File: src/rtl/regmem_pkg.sv
// ---------------------------------------------------------------------------
// regmem_pkg
//   Shared definitions for the register-based memory regfile_mem.
//   - REGMEM_WIDTH / REGMEM_DEPTH : default word width and word count
//   - addr_ok()                   : true when an address selects a real word
// No ports (package).
// ---------------------------------------------------------------------------
package regmem_pkg;

    localparam int unsigned REGMEM_WIDTH = 8;
    localparam int unsigned REGMEM_DEPTH = 16;

    // DEPTH need not be a power of two, so an address that fits in AW bits
    // can still be past the last word.
    function automatic logic addr_ok(input logic [31:0] addr,
                                     input int unsigned depth);
        return (addr < depth);
    endfunction

endpackage : regmem_pkg

File: src/rtl/regmem_word.sv
// ---------------------------------------------------------------------------
// regmem_word
//   One WIDTH-bit storage word: a bank of enabled flip-flops with an
//   asynchronous active-low clear.
// Ports:
//   clk    in   1      rising-edge clock
//   rst_n  in   1      asynchronous active-low clear
//   en     in   1      load enable
//   d      in   WIDTH  data to load
//   q      out  WIDTH  stored word
// ---------------------------------------------------------------------------
module regmem_word
    import regmem_pkg::*;
#(
    parameter int unsigned WIDTH = REGMEM_WIDTH
) (
    input  logic             clk,
    input  logic             rst_n,
    input  logic             en,
    input  logic [WIDTH-1:0] d,
    output logic [WIDTH-1:0] q
);

    always_ff @(posedge clk or negedge rst_n) begin
        if (!rst_n) begin
            q <= '0;
        end else if (en) begin
            q <= d;
        end
    end

endmodule : regmem_word

File: src/rtl/regfile_mem.sv
// ---------------------------------------------------------------------------
// regfile_mem
//   DEPTH words of WIDTH bits built from regmem_word cells, with one
//   synchronous write port and one registered read port (latency 1).
//   Out-of-range accesses are flagged one cycle later on wr_err / rd_err.
//
// Configuration macro: RD_BYPASS_EN
//   defined   : same-cycle same-address read returns wr_data (write-first)
//   undefined : same-cycle same-address read returns the old word (read-first)
//   The array holds wr_data after the edge in both builds.
//
// Ports:
//   clk       in   1      rising-edge clock
//   rst_n     in   1      asynchronous active-low reset
//   wr_en     in   1      write strobe
//   wr_addr   in   AW     write word address
//   wr_data   in   WIDTH  write data
//   rd_en     in   1      read strobe
//   rd_addr   in   AW     read word address
//   rd_data   out  WIDTH  registered read data (holds while rd_en=0)
//   rd_valid  out  1      high for exactly the cycle after an accepted read
//   wr_err    out  1      last-cycle write address was >= DEPTH
//   rd_err    out  1      last-cycle read address was >= DEPTH
//
// Handshake: there is no ready. Every rd_en/wr_en sampled high on a rising
// edge is accepted on that edge; rd_valid marks the single cycle in which
// the matching rd_data is presented. Out-of-range reads still complete
// (rd_valid=1) with rd_data=0 and rd_err=1.
// ---------------------------------------------------------------------------
module regfile_mem
    import regmem_pkg::*;
#(
    parameter  int unsigned WIDTH = REGMEM_WIDTH,
    parameter  int unsigned DEPTH = REGMEM_DEPTH,
    localparam int unsigned AW    = $clog2(DEPTH)
) (
    input  logic             clk,
    input  logic             rst_n,
    input  logic             wr_en,
    input  logic [AW-1:0]    wr_addr,
    input  logic [WIDTH-1:0] wr_data,
    input  logic             rd_en,
    input  logic [AW-1:0]    rd_addr,
    output logic [WIDTH-1:0] rd_data,
    output logic             rd_valid,
    output logic             wr_err,
    output logic             rd_err
);

    logic [WIDTH-1:0] words [DEPTH];
    logic             wr_ok;
    logic             rd_ok;
    logic [WIDTH-1:0] rd_word;

    assign wr_ok = addr_ok(32'(wr_addr), DEPTH);
    assign rd_ok = addr_ok(32'(rd_addr), DEPTH);

    // Storage array: each word loads only when addressed by a write.
    for (genvar i = 0; i < DEPTH; i++) begin : g_word
        regmem_word #(
            .WIDTH (WIDTH)
        ) u_word (
            .clk   (clk),
            .rst_n (rst_n),
            .en    (wr_en && (wr_addr == AW'(i))),
            .d     (wr_data),
            .q     (words[i])
        );
    end

    // Read mux. An out-of-range address matches no word and yields zero,
    // which is the data returned for an erroneous read.
    always_comb begin
        rd_word = '0;
        for (int i = 0; i < DEPTH; i++) begin
            if (rd_addr == AW'(i)) begin
                rd_word = words[i];
            end
        end
`ifdef RD_BYPASS_EN
        // Write-first: forward the word being written this cycle.
        if (wr_en && wr_ok && rd_ok && (wr_addr == rd_addr)) begin
            rd_word = wr_data;
        end
`endif
    end

    // Read register and error flags.
    always_ff @(posedge clk or negedge rst_n) begin
        if (!rst_n) begin
            rd_data  <= '0;
            rd_valid <= 1'b0;
            rd_err   <= 1'b0;
            wr_err   <= 1'b0;
        end else begin
            if (rd_en) begin
                rd_data <= rd_word;
            end
            rd_valid <= rd_en;
            rd_err   <= rd_en && !rd_ok;
            wr_err   <= wr_en && !wr_ok;
        end
    end

endmodule : regfile_mem

File: config.mk
export PLATFORM = sky130hd
export DESIGN_NAME = regfile_mem
export DESIGN_NICKNAME = d
export VERILOG_FILES = /design/src/rtl/regmem_pkg.sv /design/src/rtl/regmem_word.sv /design/src/rtl/regfile_mem.sv
export SDC_FILE = /design/constraint.sdc
export NUM_CORES = 1
export LEC_CHECK = 0
export CORE_MARGIN = 2
export CORE_UTILIZATION = 30
export CTS_BUF_LIST = sky130_fd_sc_hd__clkbuf_2
export DETAILED_ROUTE_END_ITERATION = 7
export SLEW_MARGIN = 15
export SYNTH_ARGS = -nofsm -noshare
export SYNTH_HDL_FRONTEND = slang
export SYNTH_HIERARCHICAL = 1
export SYNTH_SLANG_ARGS = --single-unit
export TNS_END_PERCENT = 5
File: constraint.sdc
create_clock -name clk -period 1.6 [get_ports clk]
set_input_delay 0.4 -clock clk [delete_from_list [all_inputs] [get_ports clk]]
set_output_delay 0.4 -clock clk [all_outputs]
set_load 0.02 [all_outputs]
==> flow_summary.html, run 1 <==
<table>
<tr><th>Metric</th><th>Value</th></tr>
<tr><th colspan="2">Outcome</th></tr>
<tr><td>Run status</td><td>finished with violations</td></tr>
<tr><td>Violated checks</td><td>negative setup slack</td></tr>
<tr><th colspan="2">Synthesis</th></tr>
<tr><td>Cell with the most instances after synthesis</td><td>sky130_fd_sc_hd__dfrtp_1</td></tr>
<tr><td>Ranking of synthesized cells by instance count</td><td>137 x sky130_fd_sc_hd__dfrtp_1, 128 x sky130_fd_sc_hd__mux2_4, 34 x sky130_fd_sc_hd__nor2_1, 22 x sky130_fd_sc_hd__mux2i_1, 18 x sky130_fd_sc_hd__buf_6</td></tr>
<tr><td>Gate count of the mapped netlist</td><td>around 530</td></tr>
<tr><td>Post-synth top area cell</td><td>sky130_fd_sc_hd__dfrtp_1</td></tr>
<tr><td>Avg Inst Size Synth</td><td>13.53 sq um</td></tr>
<tr><td>Number of register bits inferred by synthesis</td><td>around 140</td></tr>
<tr><td>Top cells by area in the synthesized netlist</td><td>sky130_fd_sc_hd__dfrtp_1 48%, sky130_fd_sc_hd__mux2_4 27%, sky130_fd_sc_hd__mux2i_1 3.1%, sky130_fd_sc_hd__buf_6 2.8%, sky130_fd_sc_hd__mux4_2 1.9%</td></tr>
<tr><td>Fraction of post-synthesis cell area in the top cell type by area</td><td>about 48%</td></tr>
<tr><td>Cell Area, Synth</td><td>7212 sq um</td></tr>
<tr><td>Top FF cell, synth</td><td>sky130_fd_sc_hd__dfrtp_1</td></tr>
<tr><td>Async SR Flop Fraction</td><td>100.0%</td></tr>
<tr><td>Netlist cell types</td><td>54</td></tr>
<tr><td>Synth warn</td><td>6</td></tr>
<tr><td>Proportion of synthesized chip area in sequential cells</td><td>47.54%</td></tr>
<tr><td>Number of enable-type register cells in the synthesized netlist</td><td>0</td></tr>
<tr><th colspan="2">Routing</th></tr>
<tr><td>Final routed wire length divided by cell count</td><td>19.31 microns</td></tr>
<tr><td>Total number of vias</td><td>between 4000 and 5000</td></tr>
<tr><td>Number of iterations in the first detailed-routing pass</td><td>5</td></tr>
<tr><td>Vias per inst</td><td>4.925</td></tr>
<tr><td>Remaining design rule violation count</td><td>0</td></tr>
<tr><td>Remaining number of nets flagged by the antenna check after routing</td><td>0</td></tr>
<tr><td>Iter 0 DRT Violations</td><td>roughly 340</td></tr>
<tr><td>Drt total wl</td><td>roughly 19000 microns</td></tr>
<tr><th colspan="2">Setup path</th></tr>
<tr><td>Top cell family by delay on the critical path</td><td>flip-flops</td></tr>
<tr><td>Worst endpoint required time</td><td>about 1.2 ns</td></tr>
<tr><td>Nature of the critical path startpoint</td><td>flop</td></tr>
<tr><td>Worst Path Arrival</td><td>about 1.3 ns</td></tr>
<tr><td>Critical path's slowest cell</td><td>sky130_fd_sc_hd__dfrtp_1</td></tr>
<tr><td>Endpoint kind of the worst setup timing path</td><td>primary output</td></tr>
<tr><td>Critical Path, Cell by Cell</td><td>buf_6</td></tr>
<tr><td>Startpoint-to-endpoint class of the critical path</td><td>reg2out</td></tr>
<tr><td>Worst path bufs/invs</td><td>1</td></tr>
<tr><td>Critical path's largest stage delay</td><td>about 0.46 ns</td></tr>
<tr><td>Critical-path maximum fanout</td><td>2</td></tr>
<tr><th colspan="2">STA</th></tr>
<tr><td>Peak Freq</td><td>579.0 MHz</td></tr>
<tr><td>Setup violations, final</td><td>11</td></tr>
<tr><td>Final-report hold violation count</td><td>0</td></tr>
<tr><td>Fin. max-slew vios</td><td>0</td></tr>
<tr><td>Tightest Pin Transition</td><td>~0.56 ns</td></tr>
<tr><td>Final period utilization</td><td>107.9%</td></tr>
<tr><td>Clock skew</td><td>0.02989 ns</td></tr>
<tr><td>Final setup margin</td><td>-0.1271 ns</td></tr>
<tr><td>Normalized max-slew margin</td><td>between 60% and 70%</td></tr>
<tr><td>Post-route minimum period</td><td>approximately 1.7 ns</td></tr>
<tr><td>Unrepaired setup endpoints after global routing</td><td>true</td></tr>
<tr><th colspan="2">Floorplanning</th></tr>
<tr><td>Die Width</td><td>159.0 microns</td></tr>
<tr><td>Initial core utilization</td><td>around 31%</td></tr>
<tr><td>Die Y</td><td>159.0 microns</td></tr>
<tr><td>Count of standard-cell rows</td><td>56</td></tr>
<tr><td>Die Outline Area</td><td>25300 sq um</td></tr>
<tr><td>Standard cell core area</td><td>23540 sq um</td></tr>
<tr><td>IO Pins</td><td>31</td></tr>
<tr><th colspan="2">Clocking</th></tr>
<tr><td>Master cell of the clock root buffer</td><td>sky130_fd_sc_hd__clkbuf_2</td></tr>
<tr><td>Maximum root-to-sink buffer count</td><td>2</td></tr>
<tr><td>Clock tree from TritonCTS</td><td>done</td></tr>
<tr><td>Clock tree sinks</td><td>137</td></tr>
<tr><td>Clock-pin transition on the worst setup and hold timing paths</td><td>roughly 0.21 ns</td></tr>
<tr><td>Clock network latency to the later pin of the worst-skew pair</td><td>0.72 ns</td></tr>
<tr><td>Count of H-tree levels built during CTS</td><td>4</td></tr>
<tr><td>Cts bufs inserted</td><td>17</td></tr>
<tr><th colspan="2">Layout</th></tr>
<tr><td>Fill count</td><td>2290</td></tr>
<tr><td>Post-route design area</td><td>8801 sq um</td></tr>
<tr><td>Post-layout net count</td><td>between 600 and 700</td></tr>
<tr><td>Count of inserted antenna diode cells</td><td>0</td></tr>
<tr><td>Layout cells sized above 1</td><td>43.71%</td></tr>
<tr><td>Layout overhead on the synthesized area</td><td>22.03%</td></tr>
<tr><th colspan="2">Place</th></tr>
<tr><td>Routability cong.</td><td>0.8477</td></tr>
<tr><td>Post-placement setup slack</td><td>-0.6610 ns</td></tr>
<tr><td>Cell area after placement</td><td>8462 sq um</td></tr>
<tr><td>Estimated wirelength of the detail-placed design</td><td>around 13000 microns</td></tr>
<tr><td>Count of buffers inserted at the top-level ports</td><td>28</td></tr>
<tr><th colspan="2">Min path</th></tr>
<tr><td>Min-Delay Path Class</td><td>in2async</td></tr>
<tr><th colspan="2">Global route</th></tr>
<tr><td>GRT Overall Usage</td><td>15.35%</td></tr>
<tr><td>Wire length of the first global-routing pass</td><td>30460 microns</td></tr>
<tr><td>Initial antenna violation count</td><td>0</td></tr>
<tr><td>Via count of the first global-routing pass</td><td>5186</td></tr>
<tr><td>Maximum number of pins on one net before global-route repair</td><td>63</td></tr>
<tr><td>Sum of overflow across all layers after global routing</td><td>0</td></tr>
<tr><th colspan="2">Pwr</th></tr>
<tr><td>Total leakage power</td><td>3.919 nW</td></tr>
<tr><td>Ratio of total power to cell area</td><td>1060 nW/um^2</td></tr>
<tr><td>VDD IR-drop max</td><td>0.0004994 V</td></tr>
<tr><th colspan="2">Flow run</th></tr>
<tr><td>Number of maximum-capacitance violations</td><td>0</td></tr>
</table>
==> what timing repair did <==
action | 4_1_cts | 5_1_grt
resized for setup | 49 | 14
pin swaps | 1 | 1
hold buffers | 2 | 0
endpoints found under the setup margin | 11 | 12
setup buffers | 6 | 0
hold endpoints to repair | 137 | 0
==> sequential cells by signal, summed over array words and instances (netlist names) <==
name             count
rd_data              8
g_word.u_word/q    128
rd_valid             1
==> final cells by class <==
type | count | area, sq um | area share (%)
Timing Repair Buffer | 128 | 1234 | 14.02
Sequential cell | 137 | 3428 | 38.95
Clock inverter | 14 | 133.9 | 1.521
Tap cell | 319 | 399.1 | 4.535
Inverter | 5 | 18.77 | 0.2132
Multi-Input combinational cell | 351 | 3502 | 39.79
Clock buffer | 17 | 85.08 | 0.9667
==> final timing paths <==
check,end,start,cells past startpoint,slack [ns]
max in group asynchronous,g_word[4].u_word/q[4]$_DFFE_PN0P_,rst_n,3,0.80
hold reg to reg,g_word[14].u_word/q[5]$_DFFE_PN0P_,g_word[14].u_word/q[5]$_DFFE_PN0P_,1,0.53
hold / removal,g_word[0].u_word/q[2]$_DFFE_PN0P_,rst_n,3,0.22
setup / recovery,rd_data[1],rd_data[1]$_DFFE_PN0P_,1,-0.13
min in group clk,rd_valid$_DFF_PN0_,rd_en,1,0.28
setup reg to reg,rd_data[1]$_DFFE_PN0P_,g_word[3].u_word/q[1]$_DFFE_PN0P_,5,-0.07
==> per-layer routing <==
metal	track usage (%)	vias to the layer above	routed length, microns
li1	-	2160	-
met1	21.55	2446	8846
met2	23.81	148	8722
met3	3.386	28	895
met4	4.463	0	283
met5	0	-	0
==> through the flow <==
stage	hold slack (ns)	total power [mW]	util [%]	setup TNS [ns]	std cells
after global routing	0.1536	9.817	37.38	-1.964	971
final	0.2190	9.330	37.38	-0.9462	971
after global placement	0.2161	7.180	35.94	-58.21	933
after CTS	0.1697	9.339	37.12	-1.628	972
after floorplan	0.1044	6.359	-	-0.7846	534
after detailed placement	0.2121	7.280	35.94	-60.49	933
==> kinds of logic after synthesis <==
logic type / count (synthesis) / share of synthesized area [%]
AOI/OAI and AO/OA: 89 / 8.536
buffers and inverters: 46 / 4.806
DFF: 137 / 47.54
muxes: 161 / 32.36
other: 1 / 0.05200
and+or+nand+nor: 99 / 6.714
==> where the power goes <==
part / internal, mW / switching (mW) / total [mW]
logic: 1.65 / 0.912 / 2.57
registers: 4.24 / 0.522 / 4.77
clock network: 0.687 / 1.31 / 2.00
total: 6.58 / 2.75 / 9.33
==> cell usage in the layout (no fill, tap or decap), types with 6 or more instances in the layout <==
cell                              instances
sky130_fd_sc_hd__buf_6                   10
sky130_fd_sc_hd__buf_12                  16
sky130_fd_sc_hd__clkbuf_2                17
sky130_fd_sc_hd__o22ai_1                  9
sky130_fd_sc_hd__dfrtp_1                137
sky130_fd_sc_hd__mux2_4                 128
sky130_fd_sc_hd__nor3_1                  10
sky130_fd_sc_hd__nor2_1                  33
sky130_fd_sc_hd__mux4_2                   6
sky130_fd_sc_hd__nor2b_1                  6
sky130_fd_sc_hd__nand2b_1                14
sky130_fd_sc_hd__nand2_1                 17
sky130_fd_sc_hd__mux2i_1                 22
sky130_fd_sc_hd__clkinv_2                 6
sky130_fd_sc_hd__o21ai_0                 15
sky130_fd_sc_hd__a21oi_1                 13
sky130_fd_sc_hd__a211oi_1                 6
sky130_fd_sc_hd__buf_4                   82
sky130_fd_sc_hd__clkdlybuf4s50_1         15
No activity file was read; power rests on OpenSTA's default activity.
==> run 2, diff against run 1 <==
CTS_BUF_LIST = unset   (was sky130_fd_sc_hd__clkbuf_2)
SLEW_MARGIN = 40   (was 15)
==> flow_summary.html, run 2 (synthesis gave the netlist of run 1 again) <==
<table>
<tr><th>Metric</th><th>Value</th></tr>
<tr><th colspan="2">Global route</th></tr>
<tr><td>Via count of the first global-routing pass</td><td>5226 (was 5186)</td></tr>
<tr><td>Sum of overflow across all layers after global routing</td><td>0 (unchanged)</td></tr>
<tr><td>GRT Overall Usage</td><td>15.45% (was 15.35%)</td></tr>
<tr><td>Initial antenna violation count</td><td>0 (unchanged)</td></tr>
<tr><td>Wire length of the first global-routing pass</td><td>30660 microns (was 30460 microns)</td></tr>
<tr><td>Maximum number of pins on one net before global-route repair</td><td>63 (unchanged)</td></tr>
<tr><th colspan="2">Setup path</th></tr>
<tr><td>Endpoint kind of the worst setup timing path</td><td>flop (was primary output)</td></tr>
<tr><td>Critical path's largest stage delay</td><td>0.52 ns (was 0.46 ns)</td></tr>
<tr><td>Critical-path maximum fanout</td><td>2 (unchanged)</td></tr>
<tr><td>Critical Path, Cell by Cell</td><td>mux4_2 -&gt; nor2_4 -&gt; a2111oi_4 -&gt; o221a_1 -&gt; a211o_1 (was buf_6)</td></tr>
<tr><td>Startpoint-to-endpoint class of the critical path</td><td>reg2reg (was reg2out)</td></tr>
<tr><td>Nature of the critical path startpoint</td><td>flop (unchanged)</td></tr>
<tr><td>Critical path's slowest cell</td><td>sky130_fd_sc_hd__mux4_2 (was sky130_fd_sc_hd__dfrtp_1)</td></tr>
<tr><td>Top cell family by delay on the critical path</td><td>multiplexers (was flip-flops)</td></tr>
<tr><td>Launching point of the worst reg2reg path</td><td>g_word[3].u_word/q[1]$_DFFE_PN0P_ (unchanged)</td></tr>
<tr><td>Crit path from</td><td>g_word[3].u_word/q[1]$_DFFE_PN0P_ (was rd_data[1]$_DFFE_PN0P_)</td></tr>
<tr><td>Worst path bufs/invs</td><td>0 (was 1)</td></tr>
<tr><td>Worst Path Arrival</td><td>1.98 ns (was 1.33 ns)</td></tr>
<tr><td>Worst endpoint required time</td><td>1.91 ns (was 1.20 ns)</td></tr>
<tr><th colspan="2">Floorplanning</th></tr>
<tr><td>Standard cell core area</td><td>23540 sq um (unchanged)</td></tr>
<tr><td>Initial core utilization</td><td>30.63% (unchanged)</td></tr>
<tr><td>Die Outline Area</td><td>25300 sq um (unchanged)</td></tr>
<tr><td>Die Y</td><td>159.0 microns (unchanged)</td></tr>
<tr><td>Die Width</td><td>159.0 microns (unchanged)</td></tr>
<tr><td>IO Pins</td><td>31 (unchanged)</td></tr>
<tr><td>Count of standard-cell rows</td><td>56 (unchanged)</td></tr>
<tr><th colspan="2">Clocking</th></tr>
<tr><td>Master cell of the clock root buffer</td><td>sky130_fd_sc_hd__clkbuf_16 (was sky130_fd_sc_hd__clkbuf_2)</td></tr>
<tr><td>Count of H-tree levels built during CTS</td><td>4 (unchanged)</td></tr>
<tr><td>Clock network latency to the later pin of the worst-skew pair</td><td>0.42 ns (was 0.72 ns)</td></tr>
<tr><td>Clock-pin transition on the worst setup and hold timing paths</td><td>0.06 ns (was 0.21 ns)</td></tr>
<tr><td>Maximum root-to-sink buffer count</td><td>2 (unchanged)</td></tr>
<tr><td>Clock tree sinks</td><td>137 (unchanged)</td></tr>
<tr><td>Cts bufs inserted</td><td>17 (unchanged)</td></tr>
<tr><td>Clock tree from TritonCTS</td><td>done (unchanged)</td></tr>
<tr><th colspan="2">Routing</th></tr>
<tr><td>Final routed wire length divided by cell count</td><td>19.44 microns (was 19.31 microns)</td></tr>
<tr><td>Total number of vias</td><td>4753 (was 4782)</td></tr>
<tr><td>Remaining number of nets flagged by the antenna check after routing</td><td>0 (unchanged)</td></tr>
<tr><td>Iter 0 DRT Violations</td><td>312 (was 344)</td></tr>
<tr><td>Number of iterations in the first detailed-routing pass</td><td>5 (unchanged)</td></tr>
<tr><td>Vias per inst</td><td>4.915 (was 4.925)</td></tr>
<tr><td>Remaining design rule violation count</td><td>0 (unchanged)</td></tr>
<tr><td>Drt total wl</td><td>18800 microns (was 18750 microns)</td></tr>
<tr><th colspan="2">Place</th></tr>
<tr><td>Routability cong.</td><td>0.8477 (unchanged)</td></tr>
<tr><td>Estimated wirelength of the detail-placed design</td><td>12800 microns (unchanged)</td></tr>
<tr><td>Post-placement setup slack</td><td>-0.6610 ns (unchanged)</td></tr>
<tr><td>Count of buffers inserted at the top-level ports</td><td>28 (unchanged)</td></tr>
<tr><th colspan="2">STA</th></tr>
<tr><td>Post-route minimum period</td><td>1.670 ns (was 1.727 ns)</td></tr>
<tr><td>Unrepaired setup endpoints after global routing</td><td>true (unchanged)</td></tr>
<tr><td>Peak Freq</td><td>598.8 MHz (was 579.0 MHz)</td></tr>
<tr><td>Clock skew</td><td>0.007539 ns (was 0.02989 ns)</td></tr>
<tr><td>Setup violations, final</td><td>1 (was 11)</td></tr>
<tr><td>Final setup margin</td><td>-0.06988 ns (was -0.1271 ns)</td></tr>
<tr><td>Fin. max-slew vios</td><td>0 (unchanged)</td></tr>
<tr><td>Final-report hold violation count</td><td>0 (unchanged)</td></tr>
<tr><td>Worst hold slack</td><td>0.2390 ns (was 0.2190 ns)</td></tr>
<tr><td>Final period utilization</td><td>104.4% (was 107.9%)</td></tr>
<tr><th colspan="2">Outcome</th></tr>
<tr><td>Run status</td><td>finished with violations (unchanged)</td></tr>
<tr><td>Violated checks</td><td>negative setup slack (unchanged)</td></tr>
<tr><th colspan="2">Layout</th></tr>
<tr><td>Biggest register</td><td>g_word.u_word/q (unchanged)</td></tr>
<tr><td>Registers with the most flip-flops</td><td>g_word.u_word/q x128, rd_data x8, rd_valid x1 (unchanged)</td></tr>
<tr><td>Post-layout net count</td><td>656 (was 660)</td></tr>
<tr><td>Layout cells sized above 1</td><td>44.75% (was 43.71%)</td></tr>
<tr><td>Count of inserted antenna diode cells</td><td>0 (unchanged)</td></tr>
<tr><td>Flip-flop count of the largest register, all copies and words added</td><td>128 (unchanged)</td></tr>
<tr><td>Top library cells by usage in the layout, fill and taps aside</td><td>137 x sky130_fd_sc_hd__dfrtp_1, 128 x sky130_fd_sc_hd__mux2_4, 73 x sky130_fd_sc_hd__buf_4 (was 137 x sky130_fd_sc_hd__dfrtp_1, 128 x sky130_fd_sc_hd__mux2_4, 82 x sky130_fd_sc_hd__buf_4)</td></tr>
<tr><td>Layout overhead on the synthesized area</td><td>27.78% (was 22.03%)</td></tr>
<tr><td>Most common library cell in the layout ignoring fill and taps</td><td>sky130_fd_sc_hd__dfrtp_1 (unchanged)</td></tr>
<tr><th colspan="2">Min path</th></tr>
<tr><td>Worst hold path startpoint</td><td>rd_en</td></tr>
<tr><td>Min-Delay Path Class</td><td>in2reg (was in2async)</td></tr>
<tr><th colspan="2">Pwr</th></tr>
<tr><td>Ratio of total power to cell area</td><td>1210 nW/um^2 (was 1060 nW/um^2)</td></tr>
<tr><td>Total chip power</td><td>11.15 mW (was 9.330 mW)</td></tr>
<tr><td>Total leakage power</td><td>4.109 nW (was 3.919 nW)</td></tr>
<tr><td>VDD IR-drop max</td><td>0.0007189 V (was 0.0004994 V)</td></tr>
<tr><th colspan="2">Flow run</th></tr>
<tr><td>Number of maximum-capacitance violations</td><td>0 (unchanged)</td></tr>
</table>
run 2: changes by cell type in the layout (fill, tap and decap cells not counted), moves of 4 or more:
cell and delta:
sky130_fd_sc_hd__buf_4 -9, sky130_fd_sc_hd__clkbuf_2 -16, sky130_fd_sc_hd__clkbuf_16 +18, sky130_fd_sc_hd__dlygate4sd2_1 +9, sky130_fd_sc_hd__buf_6 -4, sky130_fd_sc_hd__clkdlybuf4s50_1 -5
run 2: path summary, 6_finish.rpt:
path	slack, ns	to	cells after the start
min reg2reg	0.51	g_word[13].u_word/q[1]$_DFFE_PN0P_	1
min	0.24	rd_valid$_DFF_PN0_	1
max	-0.07	rd_data[1]$_DFFE_PN0P_	5
max in group asynchronous	0.71	g_word[14].u_word/q[5]$_DFFE_PN0P_	3
max reg2reg	-0.07	rd_data[1]$_DFFE_PN0P_	5
min in group asynchronous	0.36	g_word[4].u_word/q[4]$_DFFE_PN0P_	2
run 2: what timing repair did:
item / in CTS / in global routing
gates cloned: 0 / 1
pin swaps: 2 / 3
gates resized for setup: 21 / 29
hold buffers: 1 / 0
buffers inserted: 0 / 2
endpoints found under the hold margin: 75 / 0
endpoints found under the setup margin: 52 / 90
run 2: worst register-to-register path, delay by kind of cell (launching register included):
kind	cells	cell delay [ns]
compound gates	3	0.51
mux	1	0.52
flops	1	0.39
simple gates	1	0.14
run 2: metrics by stage:
stage          util, %  std cells  area [sq um]  TNS (ns)
2_1_floorplan        -        534          7231   -0.7846
3_3_place_gp     35.94        933          8462    -58.21
3_5_place_dp     35.94        933          8462    -60.49
4_1_cts          38.50        965          9064   -0.2208
5_1_grt          39.14        967          9215   -0.1577
6_report         39.14        967          9215  -0.06988
run 2: area by class of cell:
| cell class | count | area, sq um |
|---|---|---|
| Fill cell | 2234 | 14330 |
| Clock inverter | 13 | 130.1 |
| Inverter | 5 | 18.77 |
| Multi-Input combinational cell | 351 | 3572 |
| Clock buffer | 18 | 439.2 |
| Tap cell | 319 | 399.1 |
| Timing Repair Buffer | 124 | 1227 |
| Sequential cell | 137 | 3428 |
run 2: layer usage:
metal	vias up	wire (microns)	global-route usage, %
met4	0	377	5.331
met5	-	0	0
met1	2438	9021	21.65
met3	29	684	3.334
li1	2157	-	-
met2	129	8717	23.68
run 2: power by group:
group | internal (mW) | switching [mW] | total [mW]
clock | 2.31 | 1.53 | 3.84
combinational | 1.62 | 0.910 | 2.53
sequential | 4.26 | 0.525 | 4.79
==> run 3, diff against run 2 <==
CAP_MARGIN = 10   (was unset)
==> results of run 3 <==
Final layout, timing and power as in run 2 (identical DEF).
==> patch (flow settings as in run 1) <==
Set the package constant `REGMEM_DEPTH` to 8 (it was 16).
--- a/src/rtl/regmem_pkg.sv
+++ b/src/rtl/regmem_pkg.sv
@@ -10,3 +10,3 @@
     localparam int unsigned REGMEM_WIDTH = 8;
-    localparam int unsigned REGMEM_DEPTH = 16;
+    localparam int unsigned REGMEM_DEPTH = 8;
 
Ports: changed (resized rd_addr and wr_addr); port bits go from 31 to 29. No check against the original RTL was run, so the function may have changed too.
==> patch against run 1 <==
Area after synthesis is 49% lower; first-iteration DRC count shrank 52%; routed wire length shrank 58%; sequential share of layout area is 3.2 points higher; final cell count fell by 49%; non-clock buffer count down 77; critical path depth unchanged; setup slack improved by 0.20 ns; clock power shrank 58%; register-to-register slack improved by 0.43 ns; sequential cell count down 64; power down 52%; final area decreased by 51%; synthesized cell count decreased by 47%; critical path type unchanged.
==> patch: results (changes against run 1) <==
dpl cell area: 4290 µm² (was 8460 µm²)
Crit Path Max Fanout: 1 (was 2)
largest net degree at the start of global routing: 42 (was 63)
post-route clock skew: 0.0270 ns (was 0.0299 ns)
area delta synth->final: 16.9% (was 22.0%)
met3 GRT Util: 2.00% (was 3.39%)
sequential cell area: 1830 µm² (was 3430 µm²)
post_cts resized: 24 (was 49)
layout clock buffer count: 12 (was 17)
multi-input gate share of total cell area: 39.6% (was 39.8%)
Final Non-Filler Cells: 496 (was 971)
inverters: 3 (was 5)
Initial DRC Count: 164 (was 344)
Layout non-clock buf frac: 11.4% (was 14.0%)
nets: 341 (was 660)
Distinct cells, synth: 28 (was 54)
wl on met1: 4.19 mm (was 8.85 mm)
clock net sink count: 73 (was 137)
routed vias/inst: 4.63 (was 4.92)
crit-path max cell delay: 0.39 ns (was 0.46 ns)
Leak: 1.90 nW (was 3.92 nW)
Detailed Route WL: 7.90 mm (was 18.7 mm)
Clock H-tree levels: 3 (was 4)
Fillers: 1,191 (was 2,290)
post-synthesis sequential area ratio: 49.3% (was 47.5%)
Final HPWL DP: 5.40 mm (was 12.8 mm)
CTS buffer count: 9 (was 17)
post-CTS setup repair buffer count: 0 (was 6)
I/O Buffers: 26 (was 28)
via count of the first global-routing pass: 2,438 (was 5,186)
synthesized area: 3710 µm² (was 7210 µm²)
Non-clk bufs: 51 (was 128)
placer congestion estimate: 0.754 (was 0.848)
clock insertion delay at the later pin of the skew report: 0.47 ns (was 0.72 ns)
synth top area cells: dfrtp_1 49%, mux2_4 26%, o21ai_0 3.9%, mux2i_1 3.0%, buf_6 2.4% (was dfrtp_1 48%, mux2_4 27%, mux2i_1 3.1%, buf_6 2.8%, mux4_2 1.9%)
CTS Hold Bufs: 1 (was 2)
met2 Use GR: 18.0% (was 23.8%)
Peak VDD IR: 249 µV (was 499 µV)
status: finished clean (was finished, violations left)
Routed met2 length: 3.39 mm (was 8.72 mm)
global-route wire length before repair: 13.2 mm (was 30.5 mm)
cells after synthesis: 284 (was 533)
GR Util met1: 19.5% (was 21.6%)
worst path arrival time: 1.13 ns (was 1.33 ns)
-- patch: worst paths after layout --
check,from,to,slack [ns],cells past startpoint
worst max-delay path,rd_valid,rd_valid,0.07,1
worst min-delay path,rst_n,g_word[5].u_word/q[3],0.35,2
worst max register to register,g_word[2].u_word/q[3],rd_data[3],0.36,4
worst min register to register,g_word[7].u_word/q[7],rd_data[7],0.52,2
max in group asynchronous,rst_n,g_word[4].u_word/q[5],0.71,3
min in group clk,g_word[7].u_word/q[7],rd_data[7],0.52,2
-- patch: kinds of logic after synthesis --
logic type	share of synthesized area, %
mux	29.2
flops	49.3
compound gates	8.20
simple gates	8.40
buf+inv	4.86
other cells	0.101
-- patch: power by group --
group | switching, mW | leakage (nW) | internal [mW]
clock | 0.624 | 0.0655 | 0.215
combinational | 0.418 | 0.959 | 0.713
sequential | 0.237 | 0.877 | 2.24
-- patch: worst register-to-register path: stages (launching register included) --
cell,delay (ns)
dfrtp_1,0.40
mux2i_1,0.08
mux2_2,0.26
a221o_1,0.30
a31oi_1,0.15
